[src/rtl/path_pkg.sv]
// Shared types and helpers for the path reorder block: coordinates, move
// directions (same codes as the maze solver) and the controller states.
package path_pkg;

    localparam int CW = 4;

    typedef enum logic [1:0] {
        LEFT  = 2'd0,
        UP    = 2'd1,
        RIGHT = 2'd2,
        DOWN  = 2'd3
    } dir_t;

    typedef enum logic [1:0] {
        IDLE  = 2'd0,
        FILL  = 2'd1,
        DRAIN = 2'd2,
        NONE  = 2'd3
    } state_t;

    typedef struct packed {
        logic [CW-1:0] x;
        logic [CW-1:0] y;
    } coord_t;

    // Move taken from prev into cur; a zero-length step reports LEFT.
    function automatic dir_t step_dir(coord_t prev, coord_t cur);
        dir_t d;
        d = LEFT;
        if (cur.x < prev.x)      d = LEFT;
        else if (cur.y < prev.y) d = UP;
        else if (cur.x > prev.x) d = RIGHT;
        else if (cur.y > prev.y) d = DOWN;
        return d;
    endfunction

    function automatic logic is_adjacent(coord_t prev, coord_t cur);
        logic [CW-1:0] dx;
        logic [CW-1:0] dy;
        dx = (cur.x > prev.x) ? cur.x - prev.x : prev.x - cur.x;
        dy = (cur.y > prev.y) ? cur.y - prev.y : prev.y - cur.y;
        return ({1'b0, dx} + {1'b0, dy}) == (CW+1)'(1);
    endfunction

endpackage

[src/rtl/path_lifo.sv]
// Path stack: push on the write side, registered read of the entry that will
// be presented next (top, or the one below it when a pop happens this cycle).
module path_lifo
    import path_pkg::*;
#(
    parameter int DEPTH = 169,
    parameter int W     = 8,
    parameter int AW    = 8
) (
    input  logic          clk,
    input  logic          rst_n,
    input  logic          push_i,
    input  logic [W-1:0]  push_data_i,
    input  logic          pop_i,
    input  logic          rd_en_i,
    output logic [W-1:0]  rd_data_o,
    output logic [AW-1:0] sp_o,
    output logic          full_o,
    output logic          empty_o
);

    logic [W-1:0]  mem_q [DEPTH];
    logic [AW-1:0] sp_q, sp_d;
    logic [W-1:0]  rd_q;
    logic [AW-1:0] rd_addr;

    assign full_o    = (sp_q == AW'(DEPTH));
    assign empty_o   = (sp_q == '0);
    assign sp_o      = sp_q;
    assign rd_data_o = rd_q;

    // Look one entry deeper when the current top is being popped, so the
    // following beat is ready on the next cycle.
    assign rd_addr = pop_i ? sp_q - AW'(2) : sp_q - AW'(1);

    always_comb begin
        sp_d = sp_q;
        if (push_i && !full_o)      sp_d = sp_q + AW'(1);
        else if (pop_i && !empty_o) sp_d = sp_q - AW'(1);
    end

    always_ff @(posedge clk) begin
        if (push_i && !full_o) mem_q[sp_q] <= push_data_i;
    end

    always_ff @(posedge clk or negedge rst_n) begin
        if (!rst_n) begin
            sp_q <= '0;
            rd_q <= '0;
        end else begin
            sp_q <= sp_d;
            if (rd_en_i) rd_q <= mem_q[rd_addr];
        end
    end

endmodule

[src/rtl/path_reorder.sv]
// Buffers the solver's goal-to-start path and replays it start-to-goal over
// valid/ready, tagging each beat with its move direction and end markers.
module path_reorder
    import path_pkg::*;
#(
    parameter int DEPTH = 169,
    parameter int CW    = path_pkg::CW,
    parameter int AW    = 8
) (
    input  logic          clk,
    input  logic          rst_n,
    input  logic          in_valid,
    input  logic          in_none,
    input  logic [CW-1:0] in_x,
    input  logic [CW-1:0] in_y,
    input  logic          out_ready,
    output logic          out_valid,
    output logic [CW-1:0] out_x,
    output logic [CW-1:0] out_y,
    output logic [1:0]    out_dir,
    output logic          out_first,
    output logic          out_last,
    output logic [AW-1:0] path_len,
    output logic          out_none,
    output logic          err_overflow,
    output logic          err_step,
    output logic          err_drop
);

    state_t        state_q;
    logic          out_valid_q, out_first_q, out_none_q;
    logic [AW-1:0] path_len_q;
    logic          err_overflow_q, err_step_q, err_drop_q;
    coord_t        last_q;
    coord_t        prev_q;

    coord_t        in_c, cur_c;
    logic [2*CW-1:0] rd_data;
    logic [AW-1:0] sp;
    logic          full, empty;
    logic          push, pop, rd_en, xfer;

    assign in_c  = {in_x, in_y};
    assign cur_c = coord_t'(rd_data);
    assign xfer  = out_valid_q & out_ready;

    always_comb begin
        push  = 1'b0;
        pop   = 1'b0;
        rd_en = 1'b0;
        case (state_q)
            IDLE:  push = in_valid & ~in_none;
            FILL:  push = in_valid & ~full;
            DRAIN: begin
                pop   = xfer;
                // Prime the read port on entry, then prefetch on every transfer.
                rd_en = ~out_valid_q | (xfer & (sp != AW'(1)));
            end
            default: ;
        endcase
    end

    path_lifo #(.DEPTH(DEPTH), .W(2*CW), .AW(AW)) u_lifo (
        .clk        (clk),
        .rst_n      (rst_n),
        .push_i     (push),
        .push_data_i(in_c),
        .pop_i      (pop),
        .rd_en_i    (rd_en),
        .rd_data_o  (rd_data),
        .sp_o       (sp),
        .full_o     (full),
        .empty_o    (empty)
    );

    always_ff @(posedge clk or negedge rst_n) begin
        if (!rst_n) begin
            state_q        <= IDLE;
            out_valid_q    <= 1'b0;
            out_first_q    <= 1'b0;
            out_none_q     <= 1'b0;
            path_len_q     <= '0;
            err_overflow_q <= 1'b0;
            err_step_q     <= 1'b0;
            err_drop_q     <= 1'b0;
            last_q         <= '0;
            prev_q         <= '0;
        end else begin
            case (state_q)
                IDLE: begin
                    if (in_valid) begin
                        if (in_none) begin
                            out_none_q <= 1'b1;
                            state_q    <= NONE;
                        end else begin
                            last_q         <= in_c;
                            err_overflow_q <= 1'b0;
                            err_step_q     <= 1'b0;
                            err_drop_q     <= 1'b0;
                            state_q        <= FILL;
                        end
                    end
                end
                FILL: begin
                    if (in_valid) begin
                        if (full) err_overflow_q <= 1'b1;
                        else      last_q         <= in_c;
                        if (!is_adjacent(last_q, in_c)) err_step_q <= 1'b1;
                    end else begin
                        path_len_q <= sp;
                        state_q    <= DRAIN;
                    end
                end
                DRAIN: begin
                    if (in_valid) err_drop_q <= 1'b1;
                    if (!out_valid_q) begin
                        out_valid_q <= 1'b1;
                        out_first_q <= 1'b1;
                    end else if (out_ready) begin
                        prev_q      <= cur_c;
                        out_first_q <= 1'b0;
                        if (sp == AW'(1)) begin
                            out_valid_q <= 1'b0;
                            state_q     <= IDLE;
                        end
                    end
                end
                NONE: begin
                    if (in_valid) err_drop_q <= 1'b1;
                    out_none_q <= 1'b0;
                    state_q    <= IDLE;
                end
                default: state_q <= IDLE;
            endcase
        end
    end

    assign out_valid    = out_valid_q;
    assign out_x        = cur_c.x;
    assign out_y        = cur_c.y;
    assign out_dir      = (out_valid_q && !out_first_q) ? step_dir(prev_q, cur_c) : LEFT;
    assign out_first    = out_first_q;
    assign out_last     = out_valid_q & (sp == AW'(1));
    assign path_len     = path_len_q;
    assign out_none     = out_none_q;
    assign err_overflow = err_overflow_q;
    assign err_step     = err_step_q;
    assign err_drop     = err_drop_q;

endmodule

[config.mk]
export PLATFORM = sky130hd
export DESIGN_NAME = path_reorder
export DESIGN_NICKNAME = d
export VERILOG_FILES = /design/src/rtl/path_pkg.sv /design/src/rtl/path_lifo.sv /design/src/rtl/path_reorder.sv
export SDC_FILE = /design/constraint.sdc
export NUM_CORES = 2
export LEC_CHECK = 0
export CORE_UTILIZATION = 29
export DETAILED_ROUTE_END_ITERATION = 12
export SYNTH_ARGS = -nofsm -noshare
export SYNTH_HDL_FRONTEND = slang
export SYNTH_SLANG_ARGS = --single-unit
[constraint.sdc]
create_clock -name clk -period 7.8 [get_ports clk]
set_clock_uncertainty 0.2 [all_clocks]
set_input_delay 0.78 -clock clk [delete_from_list [all_inputs] [get_ports clk]]
set_output_delay 0.78 -clock clk [all_outputs]
set_load 0.005 [all_outputs]
Yosys cells after proc, flatten, opt, wreduce, memory -nomap -nowiden
Memory sizes are Yosys's and may differ from the RTL's. A register that Yosys moved wholly into a read port is not among the register bits.
Cells that the tools add are included.

storage, ports and cells
  memories = 1
  memory bits (writable) = 1352
  register bits after elaboration = 40
  ROM bits = 0
  output and inout bits = 25
  latch bits = 0
  input port bits = 13

cells by class
  bitwise operators = 10
  mux-type cells = 45
  eq/ne operators = 20
  shift operators = 0
  divide/modulo/power cells = 0
  add/subtract/negate cells = 8
  multiply operators = 0
  $lt $le $gt $ge = 6
  reduce and logical (&&, ||, !) cells = 23

memories
  name          words  width  rd ports  clocked after memory_dff  wr ports  line             source
  u_lifo.mem_q  169    8      1         1                         1         path_lifo.sv:22  logic [W-1:0] mem_q [DEPTH];

operator list
  operator             number
  $mux 8               7
  $ne 2x2->1 const B   12
  $mux 2               11
  $reduce_and 5->1     4
  $mux 1               18
  $gt 4x4->1           4
  $pmux 8 s2           1
  $sub 4x4->4          4
  $pmux 1 s2           5
  $add 8x1->8 const B  1
  $eq 8x1->1 const B   1
  $eq 8x8->1 const B   1
  $logic_not 8->1      1
  $lt 4x4->1           2
  $mux 4               2
  $ne 8x1->1 const B   1
  $pmux 2 s4           1
  $reduce_bool 2->1    4
  $sub 8x1->8 const B  1
  $sub 8x2->8 const B  1
  $reduce_and 3->1     2
  $add 4x4->5          1
  $and 1x1->1          5
  $eq 5x1->1 const B   1
  11 further kinds     21

Logic depth before layout (Yosys ltp)
  depth after elaboration = 7
  mapped depth = 19

Hierarchy
From an unflattened synthesis, not the netlist that was laid out.

unflattened totals
  cell total of the unflattened synthesis = 2900
  area, all modules = 55697.2 um^2

by module, submodules not included
  module        area each (um^2)  cells an instance  instances
  path_lifo     53550.1           2685               1
  path_reorder  2147.1            215                1

Worst setup path before layout
Ideal clock, no wire load.

  kind = flip-flop to flip-flop
  from = register u_lifo.sp_q[1], in the netlist u_lifo.sp_o[1]
  to = register u_lifo.rd_q[2], in the netlist u_lifo.rd_data_o[2], read port of u_lifo.mem_q
  stages on the path, launching flop included = 17
  path slack = 3.063 ns
  data arrival time = 4.406 ns
  library setup time = 0.131 ns
  period minus slack after synthesis = 4.737 ns
  cell sequence = dfrtp_1 buf_2 inv_1 buf_2 buf_1 clkbuf_1 ha_1 buf_2 inv_1 buf_2 buf_2 buf_1 mux4_2 a22oi_1 nand4_1 nand4_1 a31oi_1

on the way
  cells in the longest elaborated chain, start to end = 4
  elaborated cells on any way between the ends = 7
  those cells by class = add/sub: 2; eq/ne: 1; mux: 2; bitwise: 2

ends and longest elaborated chain
  what                                                                 line             source
  start: declaration                                                   path_lifo.sv:23  logic [AW-1:0] sp_q, sp_d;
  start signal: assignment                                             path_lifo.sv:51  sp_q <= sp_d;
  parallel branches: the longest is 4 deep, another holds $sub 8x1->8  n/a
  end: declaration                                                     path_lifo.sv:24  logic [W-1:0] rd_q;

Parallel ways; which one is timed is not known.
A chain may end at the register's enable or synchronous reset.

Final worst setup path
  from = register u_lifo.sp_q[0], in the netlist u_lifo.sp_o[0]
  to = register u_lifo.rd_q[7], in the netlist u_lifo.rd_data_o[7], read port of u_lifo.mem_q

The elaborated chain is that of the path after synthesis.

==> results.sh <==
export IMPL_outcome="finished, final reports clean"
export IMPL_rsz0062_at_grt="no"
export IMPL_fin_ws_ns=1.08
export IMPL_r2r_slack_ns=1.08
export IMPL_vdd_drop_max_uv=522
export IMPL_hold_violations=0
export IMPL_grt_usage_pct=17.4
export IMPL_crit_required_ns=8.28
export IMPL_pre_cts_ws_ns=1.54
export IMPL_grtUsageMet2_pct=26.8
export IMPL_synthCells=4532
export IMPL_synth_xor_area_share_pct=0.338
export IMPL_chipHeight_microns=475
export IMPL_drc_errors=0
export IMPL_power_density_nw_per_um2=432
export IMPL_ys_seq_area_share_pct=64.5
export IMPL_clkPwrFrac_pct=22.4
export IMPL_rr_startpoint="u_lifo.sp_o[0]"
export IMPL_max_freq_ghz=0.149
export IMPL_met3_usage_pct=4.00
export IMPL_placed_area_sq_um=68200
export IMPL_die_w_microns=475
export IMPL_startpoint_type="flop"
export IMPL_finalPower_mw=31.6
export IMPL_crit_start="u_lifo.sp_o[0]"
export IMPL_setup_viol=0
export IMPL_cts_root_buf="clkbuf_16"
export IMPL_gr_total_overflow=0
export IMPL_finish_cell_count_without_fillers=7597
export IMPL_worstRegToRegCells=12
export IMPL_htree_levels=4
export IMPL_multi_input_area_sq_um=21300
export IMPL_synthSimpleGateAreaFrac_pct=7.73
export IMPL_dr_total_vias=42144
export IMPL_synth_area_top_cells="edfxtp_1, mux2i_1, mux4_2"
export IMPL_start_util_pct=29.2
export IMPL_drt_iter0_markers=5559
export IMPL_p_int_mw=18.1
export IMPL_numCtsBuffers=150
export IMPL_clk_path_buf_depth=3
export IMPL_grt_max_degree=144
export IMPL_cts_sinks=1400
export IMPL_ys_warn_count=0
export IMPL_nNetsFinal=4544
export IMPL_grt_pass1_wl_microns=288000
export IMPL_dieArea_sq_um=225000
export IMPL_mostFrequentLayoutCells="edfxtp_1, mux2i_1, nand2_1"
export IMPL_crit_path_end="u_lifo.rd_data_o[7]"
export IMPL_dp_cells=7314
export IMPL_wl_per_cell_microns=26.2
export IMPL_synth_area_per_cell_sq_um=14.3
export IMPL_ys_types=81
export IMPL_seq_area_sq_um=41800
export IMPL_power_switching_mw=13.5
export IMPL_path_clk_slew_ns=0.06
export IMPL_port_buffers=37
export IMPL_hold_class="in -> reg"
export IMPL_place_congestion=0.903
export IMPL_ant_nets=0
export IMPL_layout_min_cycle_time_ns=6.72
export IMPL_fin_area_sq_um=73100
export IMPL_io_pins=38
export IMPL_rows=173
export IMPL_synth_flop_cell="edfxtp_1"
export IMPL_crit_fanout=53
export IMPL_r2r_end="u_lifo.rd_data_o[7]"
export IMPL_arrival_ns=7.20
export IMPL_tritoncts="built"
export IMPL_holdWs_ns=0.181
export IMPL_comb_power_share_pct=49.9
export IMPL_tightest_slew_ns=1.36
export IMPL_area_delta_synth_final_pct=12.8
export IMPL_tns_ns=0
export IMPL_synth_area_leader_cell="edfxtp_1"
export IMPL_criticalPathCategory="reg -> reg"
export IMPL_fillCellCount=21522
export IMPL_grt_pass1_vias=40913
export IMPL_antenna_found_initial=9
export IMPL_ys_ff_latch=1400
export IMPL_yosysTopAreaCellShare_pct=62.7
export IMPL_timing_final_max_slew_violations=0
export IMPL_synth_mux_area_share_pct=15.0
export IMPL_p_leak_nw=24.2
export IMPL_synth_compound_area_share_pct=8.81
export IMPL_firstDrtPassIters=9
export IMPL_sequentialPowerShare_pct=27.7
export IMPL_final_core_util_pct=32.9
export IMPL_synth_area_sq_um=64800
export IMPL_synth_edf_count=1352
export IMPL_end_kind="flop"
export IMPL_grt_use_met1_pct=23.6
export IMPL_clk_latency_ns=0.82
export IMPL_coreArea_sq_um=222000
export IMPL_final_layout_size_suffix_gt1_share_pct=12.1
export IMPL_synth_fa_ha_area_share_pct=0.811
export IMPL_slew_headroom_pct=9.03
export IMPL_dpl_hpwl_microns=123000
export IMPL_routed_wl_microns=199000
export IMPL_top_usage_layer="met2"
export IMPL_layout_commonest_cell="edfxtp_1"
export IMPL_p_sw_share_pct=42.8
export IMPL_async_flop_share_pct=3.43
export IMPL_viasPerCell=5.55
export IMPL_synth_fp_nets=4584
export IMPL_synth_top_family_by_area="multiplexers"
export IMPL_cap_viol_max_count=0
export IMPL_fin_crit_sh_pct=86.2
==> final cells by class <==
type                       count  share of cell area (%)
sequential                  1400                    57.2
multi-input combinational   2758                    29.1
clock buffer                 205                    5.58
tap                         2975                    5.09
timing repair buffer         144                    1.75
clock inverter                71                    1.01
inverter                      38                   0.202
antenna                        6                  0.0205
==> metal layers <==
layer	up-vias	wire, microns
met5	-	104
met4	14	7370
met1	21600	82500
met3	420	18800
met2	2245	90500
li1	17865	-
==> critical path, cell delays in order (launching register included) <==
cell	delay [ns]
dfrtp_4	0.98
inv_4	0.42
ha_4	0.77
buf_4	0.71
buf_4	0.77
mux2i_1	0.16
a31oi_1	0.24
o21ai_0	0.14
nor3_1	0.25
a2111oi_0	0.13
a311oi_1	0.91
a31oi_1	0.41
o41ai_1	0.37
==> power groups by stage <==
stage | Clock, mW | Sequential, mW | Combinational [mW]
finish | 7.07 | 8.74 | 15.8
floorplan | 0 | 8.64 | 10.4
global route | 7.43 | 8.75 | 16.5
detailed placement | 0 | 8.88 | 15.4
CTS | 7.14 | 8.73 | 15.5
global placement | 0 | 8.88 | 15.3
==> kinds of logic (layout without fill, tap and decap cells) <==
kind of cell,count (synthesis),count (layout)
other cells,0,6
mux,732,732
xor+xnor,22,22
buf+inv,374,458
flops,1400,1400
simple gates,1125,1125
compound gates,840,840
fa+ha+maj,39,39
==> sequential cells by signal, indices dropped and copies added (netlist names), 2 cells and up <==
name,cells
last_q,8
path_len,8
prev_q,8
state_q,2
u_lifo.mem_q,1352
u_lifo.rd_data_o,8
u_lifo.sp_o,8
==> synthesized netlist by cell type (all sizes together), types with 19 or more instances <==
library cell  instances
edfxtp             1352
mux2i               531
nand2               461
nor2                278
buf                 260
mux4                185
o22ai               185
a21oi               149
a211oi              138
nand3               110
o21ai                88
nor2b                80
clkbuf               76
nor3                 76
a31oi                49
dfrtp                48
inv                  37
ha                   34
a2111oi              29
and3                 26
nand4                23
o311ai               23
a22oi                22
o221ai               20
a311oi               19
and2                 19
==> worst min path at each step <==
| stage | cells after the start | slack [ns] | startpoint | endpoint |
|---|---|---|---|---|
| floorplan | 2 | 0.25 | prev_q[0] | prev_q[0] |
| global placement | 2 | 0.27 | prev_q[4] | prev_q[4] |
| detailed placement | 2 | 0.28 | prev_q[0] | prev_q[0] |
| CTS | 1 | 0.14 | in_x[3] | u_lifo.mem_q[88][7] |
| global route | 1 | 0.16 | in_x[3] | u_lifo.mem_q[88][7] |
| finish | 1 | 0.18 | in_x[3] | u_lifo.mem_q[84][7] |
==> timing repair <==
item                      in CTS  in global routing
setup buffers                  0                  0
hold buffers                   1                  0
hold endpoints to repair      48                  0
gates resized for setup        0                  0
Power figures use the tool's default switching activity.
